$ cat src/rtl/alu_mc_if.sv
// Handshake and operand/result bundle for the multi-cycle ALU.
// The master drives the request; the slave (alu_mc) returns registered status.
interface alu_mc_if #(
  parameter int WIDTH = 8
);
  logic             START;
  logic [WIDTH-1:0] DATA1;
  logic [WIDTH-1:0] DATA2;
  logic [2:0]       SELECT;
  logic [WIDTH-1:0] RESULT;
  logic             ZERO;
  logic             CARRY;
  logic             BUSY;
  logic             DONE;

  modport master (
    output START, DATA1, DATA2, SELECT,
    input  RESULT, ZERO, CARRY, BUSY, DONE
  );

  modport slave (
    input  START, DATA1, DATA2, SELECT,
    output RESULT, ZERO, CARRY, BUSY, DONE
  );
endinterface

$ cat src/rtl/alu_mc.sv
// Multi-cycle ALU: single-cycle logic/arithmetic, bit-serial shifts and a
// shift-add multiplier behind a START/BUSY/DONE handshake with registered results.
module alu_mc #(
  parameter int WIDTH = 8,
  parameter int CNT_W = $clog2(WIDTH) + 1
) (
  input logic     CLK,
  input logic     RESET,
  alu_mc_if.slave bus
);

  typedef enum logic [0:0] {
    S_IDLE = 1'b0,
    S_EXEC = 1'b1
  } state_t;

  localparam logic [2:0] OP_FWD = 3'b000;
  localparam logic [2:0] OP_ADD = 3'b001;
  localparam logic [2:0] OP_AND = 3'b010;
  localparam logic [2:0] OP_OR  = 3'b011;
  localparam logic [2:0] OP_SUB = 3'b100;
  localparam logic [2:0] OP_SLL = 3'b101;
  localparam logic [2:0] OP_SRL = 3'b110;
  localparam logic [2:0] OP_MUL = 3'b111;

  localparam logic [WIDTH:0]   W_LIM    = (WIDTH + 1)'(WIDTH);
  localparam logic [WIDTH-1:0] ZERO_W   = {WIDTH{1'b0}};
  localparam logic [CNT_W-1:0] CNT_ONE  = {{(CNT_W-1){1'b0}}, 1'b1};

  // A shift amount of WIDTH or more clears the operand in a single cycle.
  function automatic logic shift_oob(input logic [WIDTH-1:0] amt);
    return ({1'b0, amt} >= W_LIM);
  endfunction

  function automatic logic [CNT_W-1:0] load_cnt(input logic [2:0] sel,
                                                 input logic [WIDTH-1:0] amt);
    logic [CNT_W-1:0] n;
    n = CNT_ONE;
    case (sel)
      OP_SLL, OP_SRL: begin
        if ((amt == ZERO_W) || shift_oob(amt)) begin
          n = CNT_ONE;
        end else begin
          n = CNT_W'(amt);
        end
      end
      OP_MUL:  n = CNT_W'(WIDTH);
      default: n = CNT_ONE;
    endcase
    return n;
  endfunction

  state_t           state_q, state_d;
  logic [WIDTH-1:0] a_q, a_d;
  logic [WIDTH-1:0] b_q, b_d;
  logic [2:0]       op_q, op_d;
  logic [WIDTH-1:0] acc_q, acc_d;
  logic [CNT_W-1:0] cnt_q, cnt_d;
  logic [WIDTH-1:0] result_q, result_d;
  logic             zero_q, zero_d;
  logic             carry_q, carry_d;
  logic             done_q, done_d;

  logic [WIDTH:0]   add_s;
  logic [WIDTH:0]   sub_s;
  logic [WIDTH-1:0] shl_s;
  logic [WIDTH-1:0] shr_s;
  logic [WIDTH-1:0] mac_s;
  logic [WIDTH-1:0] res_s;
  logic             cry_s;

  assign add_s = {1'b0, a_q} + {1'b0, b_q};
  assign sub_s = {1'b0, a_q} + {1'b0, ~b_q} + {{WIDTH{1'b0}}, 1'b1};
  assign shl_s = {acc_q[WIDTH-2:0], 1'b0};
  assign shr_s = {1'b0, acc_q[WIDTH-1:1]};
  // Multiplicand in a_q moves left while the multiplier in b_q is consumed LSB first.
  assign mac_s = acc_q + (b_q[0] ? a_q : ZERO_W);

  // Value committed on the final EXEC edge, including that edge's step.
  always_comb begin
    res_s = ZERO_W;
    cry_s = 1'b0;
    case (op_q)
      OP_FWD: res_s = b_q;
      OP_ADD: begin
        res_s = add_s[WIDTH-1:0];
        cry_s = add_s[WIDTH];
      end
      OP_AND: res_s = a_q & b_q;
      OP_OR:  res_s = a_q | b_q;
      OP_SUB: begin
        res_s = sub_s[WIDTH-1:0];
        cry_s = sub_s[WIDTH];
      end
      OP_SLL: begin
        if (b_q == ZERO_W) begin
          res_s = a_q;
        end else if (shift_oob(b_q)) begin
          res_s = ZERO_W;
        end else begin
          res_s = shl_s;
        end
      end
      OP_SRL: begin
        if (b_q == ZERO_W) begin
          res_s = a_q;
        end else if (shift_oob(b_q)) begin
          res_s = ZERO_W;
        end else begin
          res_s = shr_s;
        end
      end
      OP_MUL:  res_s = mac_s;
      default: res_s = ZERO_W;
    endcase
  end

  // Next-state, datapath step and completion logic.
  always_comb begin
    state_d  = state_q;
    a_d      = a_q;
    b_d      = b_q;
    op_d     = op_q;
    acc_d    = acc_q;
    cnt_d    = cnt_q;
    result_d = result_q;
    zero_d   = zero_q;
    carry_d  = carry_q;
    done_d   = 1'b0;
    case (state_q)
      S_IDLE: begin
        if (bus.START) begin
          state_d = S_EXEC;
          a_d     = bus.DATA1;
          b_d     = bus.DATA2;
          op_d    = bus.SELECT;
          acc_d   = (bus.SELECT == OP_MUL) ? ZERO_W : bus.DATA1;
          cnt_d   = load_cnt(bus.SELECT, bus.DATA2);
        end else begin
          state_d = S_IDLE;
        end
      end
      S_EXEC: begin
        cnt_d = cnt_q - CNT_ONE;
        case (op_q)
          OP_SLL:  acc_d = shl_s;
          OP_SRL:  acc_d = shr_s;
          OP_MUL: begin
            acc_d = mac_s;
            a_d   = {a_q[WIDTH-2:0], 1'b0};
            b_d   = {1'b0, b_q[WIDTH-1:1]};
          end
          default: acc_d = acc_q;
        endcase
        if (cnt_q == CNT_ONE) begin
          state_d  = S_IDLE;
          result_d = res_s;
          zero_d   = (res_s == ZERO_W);
          carry_d  = cry_s;
          done_d   = 1'b1;
        end else begin
          state_d = S_EXEC;
        end
      end
      default: state_d = S_IDLE;
    endcase
  end

  // State and datapath registers; reset discards any in-flight operation.
  always_ff @(posedge CLK or negedge RESET) begin
    if (!RESET) begin
      state_q  <= S_IDLE;
      a_q      <= ZERO_W;
      b_q      <= ZERO_W;
      op_q     <= OP_FWD;
      acc_q    <= ZERO_W;
      cnt_q    <= {CNT_W{1'b0}};
      result_q <= ZERO_W;
      zero_q   <= 1'b1;
      carry_q  <= 1'b0;
      done_q   <= 1'b0;
    end else begin
      state_q  <= state_d;
      a_q      <= a_d;
      b_q      <= b_d;
      op_q     <= op_d;
      acc_q    <= acc_d;
      cnt_q    <= cnt_d;
      result_q <= result_d;
      zero_q   <= zero_d;
      carry_q  <= carry_d;
      done_q   <= done_d;
    end
  end

  assign bus.RESULT = result_q;
  assign bus.ZERO   = zero_q;
  assign bus.CARRY  = carry_q;
  assign bus.DONE   = done_q;
  assign bus.BUSY   = (state_q == S_EXEC);

endmodule

$ cat src/flat_wrapper.sv
// flat-port wrapper written by rule: the top's interface ports become plain ports
module alu_mc_flat 
#(
  parameter int WIDTH = 8,
  parameter int CNT_W = $clog2(WIDTH) + 1
)
  (CLK, RESET, bus_START, bus_DATA1, bus_DATA2, bus_SELECT, bus_RESULT, bus_ZERO, bus_CARRY, bus_BUSY, bus_DONE);
  alu_mc_if #(.WIDTH(WIDTH)) bus_i ();
  input logic CLK;
  input logic RESET;
  input wire logic [$bits(bus_i.START)-1:0] bus_START;
  input wire logic [$bits(bus_i.DATA1)-1:0] bus_DATA1;
  input wire logic [$bits(bus_i.DATA2)-1:0] bus_DATA2;
  input wire logic [$bits(bus_i.SELECT)-1:0] bus_SELECT;
  output wire logic [$bits(bus_i.RESULT)-1:0] bus_RESULT;
  output wire logic [$bits(bus_i.ZERO)-1:0] bus_ZERO;
  output wire logic [$bits(bus_i.CARRY)-1:0] bus_CARRY;
  output wire logic [$bits(bus_i.BUSY)-1:0] bus_BUSY;
  output wire logic [$bits(bus_i.DONE)-1:0] bus_DONE;
  assign bus_i.START = bus_START;
  assign bus_i.DATA1 = bus_DATA1;
  assign bus_i.DATA2 = bus_DATA2;
  assign bus_i.SELECT = bus_SELECT;
  assign bus_RESULT = bus_i.RESULT;
  assign bus_ZERO = bus_i.ZERO;
  assign bus_CARRY = bus_i.CARRY;
  assign bus_BUSY = bus_i.BUSY;
  assign bus_DONE = bus_i.DONE;
  alu_mc #(.WIDTH(WIDTH), .CNT_W(CNT_W)) u_core (.CLK(CLK), .RESET(RESET), .bus(bus_i));
endmodule
$ cat config.mk
export PLATFORM = sky130hd
export DESIGN_NAME = alu_mc_flat
export DESIGN_NICKNAME = d
export VERILOG_FILES = /design/src/rtl/alu_mc_if.sv /design/src/rtl/alu_mc.sv /design/src/flat_wrapper.sv
export SDC_FILE = /design/constraint.sdc
export NUM_CORES = 1
export LEC_CHECK = 0
export ABC_AREA = 1
export ABC_CLOCK_PERIOD_IN_PS = 2050
export BUFFER_PORTS_ARGS = -buffer_cell sky130_fd_sc_hd__buf_2
export CORE_MARGIN = 2
export CORE_UTILIZATION = 55
export DETAILED_ROUTE_END_ITERATION = 12
export PLACE_DENSITY_LB_ADDON = 0.2
export SLEW_MARGIN = 25
export SYNTH_ARGS = -nofsm -noshare
export SYNTH_HDL_FRONTEND = slang
export SYNTH_SLANG_ARGS = --single-unit
$ cat constraint.sdc
create_clock -name CLK -period 2.05 [get_ports CLK]
set_input_delay 0.205 -clock CLK [delete_from_list [all_inputs] [get_ports CLK]]
set_output_delay 0.205 -clock CLK [all_outputs]
set_load 0.005 [all_outputs]
==> results.toml, run 1 <==
[status]
outcome = "finished, violations left"
violations = "setup timing"

[logic_synthesis]
yosysSeqAreaShare_pct = 26.0
synthCells = 603
yosys.area.top_type_share_pct = 25.4
netlist_top_cells_area = "dfrtp_1 25%, nand2_1 15%, ha_1 11%"
synth_fp_nets = 664
avgSynthCellArea_um2 = 6.86
synth_cell_types = 44
ys_ff_latch = 43
yosysWarnings = 0
ys.flop_type = "dfrtp_1"
synth-edff-count = 0
netlist_area_um2 = 4140
yosys.area.top_type = "dfrtp_1"
synthArstFlopShare_pct = 100

[critical_path]
required_ps = 2300
r2r_end = "u_core.bus.ZERO"
cp_top_family = "simple AND/OR/NAND/NOR gates"
critical_path_class = "flop to flop"
cp_num_cells = 16
cp_cell_sequence = "ha_4 > ha_4 > fa_2 > inv_2 > nor2_2 > nor2_1 > nand2_1 > nor2_1 > nand2_1 > nand2_2 > nand2_1 > nor2_1 > nand2_1 > nor2_1 > nand4_1 > nand2_1"
crit_buf_inv = 1
cpMostUsedCell = "nand2_1"
worst-r2r-setup-slack_ps = -270
worstPathMaxFanout = 4
crit_path_end_kind = "flop"
cp.arrival_ps = 2560
crit_path_start_kind = "flop"
rr_worst_depth = 16
slowest_stage = "dfrtp_2"
max_stage_delay_ps = 460
worstReg2RegStart = "u_core.b_q[0]"

[cells_and_area]
final_core_util_pct = 76.2
instances_no_fill = 809
nets = 770
n_antenna_cell = 0
synthToLayoutAreaGrowth_pct = 33.7
drive_gt1_share_pct = 34.8

[power_and_ir_drop]
power_w = 0.00948
irDropWorstVdd_v = 0.000973
power_density_nw_per_um2 = 1710
p_leak_nw = 2.74

[detailed_routing]
dr.pass1.iters = 5
vias = 4610
viasPerCell = 5.70
drt-initial-drc-count = 349
finalWirelength_um = 14100
drc = 0
wl_per_cell_um = 17.4
ant_nets = 0

[floorplanning]
die-area_um2 = 8230
start_util_pct = 57.0
ios = 34
die_h_um = 90.7
die_x_um = 90.7
rows = 31
design.core.area_um2 = 7250

[sta]
skew_ps = 6.85
hold_violations = 0
setup-violations-final = 10
finalCritPeriodShare_pct = 113
slew_headroom_pct = 62.4
min_period_ps = 2320
setup_slack_ps = -265
tightest_slew_ps = 564
drv_slew = 0
timing.fmax_mhz = 432
rsz0062_at_grt = "true"

[grt]
first_global_vias = 4275
grt_max_degree = 24
grt-ovfl-total = 0
antenna_found_initial = 0
grt_first_pass_wirelength_um = 21500
grt.total_usage_pct = 33.1

[clocking]
numCtsBuffers = 5
cts-root-buf = "clkbuf_8"
clk_pin_slew_worst_paths_ps = 90
clk_latency_ps = 300
cts_buffer_depth = 2
tritoncts = "done"
cts.sink_count = 43
cts_htree_levels = 2

[hold_path]
worstHoldPathType = "primary input to flop"
hold_end = "u_core.a_q[0]"
worst_hold_startpoint = "bus_DATA1[0]"
hold_depth = 3

[placed_design]
gp_congestion = 0.992
pre_cts_ws_ps = -223
hpwl_um = 10600
io_buffers = 33
dpl.cell_count = 787

[flow_run]
drv_cap = 0
sequential cells by signal, indices dropped and copies added (netlist names):
register and flops:
u_core.a_q 8, u_core.acc_q 8, u_core.b_q 8, u_core.bus.RESULT 8, u_core.cnt_q 4, u_core.op_q 3, u_core.bus.BUSY 1, u_core.bus.CARRY 1
u_core.bus.DONE 1, u_core.bus.ZERO 1
synth_stat cells (3+ instances only):
library cell	number
clkbuf_1	7
nor2_2	4
nand4_1	14
nand2_1	165
buf_6	5
buf_2	4
dfrtp_1	42
o21a_1	5
nand2_4	3
nand3_4	4
o21ai_0	46
fa_1	3
nand2_2	3
a31oi_1	8
nand3_1	56
o21ai_1	4
inv_2	10
o211ai_1	9
ha_1	36
o221ai_1	4
inv_1	67
a21oi_1	25
nor2_1	49
nor2_8	3
worst min-delay path, cell delays in order:
cell and delay [ps]:
buf_2 110, nand3_1 70, o21ai_0 60
repair_timing:
item	4_1_cts	5_1_grt
buffers inserted	4	10
pin swaps	18	40
hold endpoints to repair	21	0
gates resized for setup	37	79
hold buffers	1	0
endpoints found under the setup margin	14	14
placed cells by master (no fill, tap or decap), types with 5 or more instances in the layout:
master,instances
nand2_1,145
buf_4,73
inv_1,56
nor2_1,42
nand3_1,42
dfrtp_1,40
o21ai_0,36
buf_2,33
nand2_2,22
inv_2,20
ha_1,20
a21oi_1,17
nand3_2,16
ha_4,15
nand4_1,14
o21ai_1,11
nor2_2,10
o211ai_1,9
a31oi_1,8
a21oi_2,7
buf_6,7
o21a_1,5
clkbuf_8,5
report_power, final:
group / switching, W / total, W / leakage [nW] / internal (W)
sequential: 0.000433 / 0.00166 / 0.524 / 0.00122
combinational: 0.00416 / 0.00713 / 2.16 / 0.00298
clock: 0.000322 / 0.000686 / 0.0581 / 0.000363
kinds of logic (layout without fill, tap and decap cells):
kind of cell | Yosys count | in the layout | share of synthesized area, %
fa+ha+maj | 39 | 39 | 12.3
xor+xnor | 1 | 1 | 0.212
compound gates | 112 | 112 | 16.1
buf+inv | 97 | 204 | 10.1
flops | 43 | 43 | 26.0
simple gates | 311 | 311 | 35.1
area by class of cell:
type                       count  area [um2]
multi-input combinational    463        3060
fill                         573        1720
sequential                    43        1080
timing repair buffer         116         842
inverter                      80         315
tap                           99         124
clock buffer                   5        68.8
clock inverter                 3        43.8
layer usage:
metal	track usage [%]	wire, um
met5	0	0
met4	12.2	527
met3	3.76	823
met2	55.3	6630
met1	44.3	6120
how the worst max path moves through the flow:
stage | start | end | slack [ps]
floorplan | u_core.b_q[0] | u_core.bus.ZERO | 1
global placement | u_core.b_q[0] | u_core.bus.ZERO | -180
detailed placement | u_core.b_q[0] | u_core.bus.ZERO | -220
CTS | u_core.b_q[0] | u_core.bus.ZERO | -190
global route | u_core.b_q[0] | u_core.bus.ZERO | -330
finish | u_core.b_q[0] | u_core.bus.ZERO | -270
stage by stage:
step / setup TNS, ps / hold WS [ps] / cell area, um2
finish: -787 / 172 / 5530
detailed placement: -1500 / 204 / 4870
global placement: -1170 / 194 / 4870
floorplan: 0 / -90.6 / 4140
global route: -1590 / 202 / 5530
CTS: -764 / 175 / 5170
No activity file was read; power rests on OpenSTA's default activity.
==> inputs of run 2 (changes only) <==
- ABC_CLOCK_PERIOD_IN_PS: 2050 -> 2040
- REMOVE_ABC_BUFFERS: not set -> 1
- clock period: 2.05 -> 2.04 ns (I/O delays scaled with it)
==> results.toml, run 2 (same netlist as run 1, synthesis figures left out) <==
[status]
outcome = "finished, violations left"
violations = "setup timing"

[placed_design]
place_area_um2 = 4810
gp_congestion = 0.971
io_buffers = 33
pre_cts_ws_ps = -288
hpwl_um = 10100

[critical_path]
cp.arrival_ps = 2490
slowest_stage = "fa_2"
required_ps = 2300
cp_top_family = "simple AND/OR/NAND/NOR gates"
critical_path_class = "flop to flop"
max_stage_delay_ps = 460
cp_num_cells = 17
cp_cell_sequence = "buf_6 > ha_4 > inv_2 > fa_2 > nand3_2 > nand2_2 > inv_2 > nand2_2 > nor2_2 > nand2_1 > nand2_2 > nand2_2 > nor2_2 > nand2_1 > nor2_2 > nand4_1 > nand2_1"
crit_path_start_kind = "flop"
crit_buf_inv = 3
rr_worst_depth = 17
cpMostUsedCell = "nand2_2"
worstPathMaxFanout = 7
crit_path_end_kind = "flop"

[grt]
grt_max_degree = 31
grt.total_usage_pct = 32.6
antenna_found_initial = 0
grt_first_pass_wirelength_um = 21500
first_global_vias = 4478
grt-ovfl-total = 0

[floorplanning]
rows = 31
die-area_um2 = 8230
start_util_pct = 57.0
ios = 34
design.core.area_um2 = 7250
die_h_um = 90.7
die_x_um = 90.7

[cells_and_area]
synthToLayoutAreaGrowth_pct = 30.7
final_core_util_pct = 74.5
drive_gt1_share_pct = 34.4
final_area_um2 = 5410
nets = 762
final_common_cell = "nand2_1"
n_antenna_cell = 0
final_cell_mix = "143 x nand2_1, 68 x buf_4, 58 x inv_1"

[detailed_routing]
dr.pass1.iters = 7
wl_per_cell_um = 16.6
viasPerCell = 5.71
ant_nets = 0
vias = 4570
drc = 0
finalWirelength_um = 13300
drt-initial-drc-count = 380

[clocking]
clk_latency_ps = 300
clk_pin_slew_worst_paths_ps = 90
tritoncts = "done"
cts_buffer_depth = 2
numCtsBuffers = 5
cts_htree_levels = 2
cts.sink_count = 43
cts-root-buf = "clkbuf_8"

[power_and_ir_drop]
power_density_nw_per_um2 = 1700
power_w = 0.00919
pwr-share-clk_pct = 7.6
power_switching_w = 0.00479
p_comb_share_pct = 74.3
swShare_pct = 52.1
p_int_w = 0.00440
p_leak_nw = 2.68
irDropWorstVdd_v = 0.00113
seq_power_share_pct = 18.1

[sta]
slew_headroom_pct = 59.6
timing.fmax_mhz = 448
finalCritPeriodShare_pct = 109
drv_slew = 0
setup_slack_ps = -191
skew_ps = 7.56
min_period_ps = 2230
hold_violations = 0
tightest_slew_ps = 605
rsz0062_at_grt = "true"
setup-violations-final = 8

[hold_path]
worstHoldPathType = "primary input to flop"
hold_depth = 3

[flow_run]
drv_cap = 0
[run 2: layout make-up]
class | instances | area (um2)
tap | 99 | 124
fill | 594 | 1850
clock buffer | 5 | 68.8
inverter | 80 | 313
timing repair buffer | 108 | 753
multi-input combinational | 463 | 3030
sequential | 43 | 1080
clock inverter | 2 | 37.5
[run 2: worst paths after layout]
check / start / end / slack, ps
max: u_core.b_q[0] / u_core.bus.ZERO / -190
min: bus_DATA2[7] / u_core.b_q[7] / 160
max reg2reg: u_core.b_q[0] / u_core.bus.ZERO / -190
min reg2reg: u_core.bus.ZERO / u_core.bus.ZERO / 480
max in group asynchronous: RESET / u_core.bus.ZERO / 1000
min in group asynchronous: RESET / u_core.acc_q[2] / 390
[run 2: power groups by stage]
| stage | logic, W | clock network [W] | registers (W) |
|---|---|---|---|
| global placement | 0.00555 | 0 | 0.00162 |
| finish | 0.00683 | 0.000695 | 0.00167 |
| floorplan | 0.00339 | 0 | 0.00168 |
| detailed placement | 0.00565 | 0 | 0.00164 |
| CTS | 0.00612 | 0.000694 | 0.00165 |
| global route | 0.00749 | 0.000732 | 0.00170 |
[run 2: through the flow]
step	cells	hold WS [ps]	TNS (ps)
floorplan	586	-91.6	-4810
global placement	784	189	-993
detailed placement	784	193	-1670
CTS	800	159	-511
global route	800	178	-1770
finish	800	158	-596
[run 2: routing by layer]
metal  wire, um  vias to the layer above  share of wire, %  global-route usage, %
li1           -                     2183                 -                      -
met1       5780                     2144                44                   41.5
met2       6180                      204                47                   55.3
met3        892                       39               6.7                   6.18
met4        400                        0               3.0                   11.5
met5          0                        -                 0                      0
[run 2: timing repair]
action	CTS	global route
setup endpoints to repair	13	14
pin swaps	34	45
endpoints found under the hold margin	18	0
hold buffers	1	0
buffers inserted	8	2
cloned	0	0
resized for setup	50	66
[run 2: tightest hold or removal path: stages]
cell	delay, ps
buf_2	90
nand3_1	70
o21ai_0	70
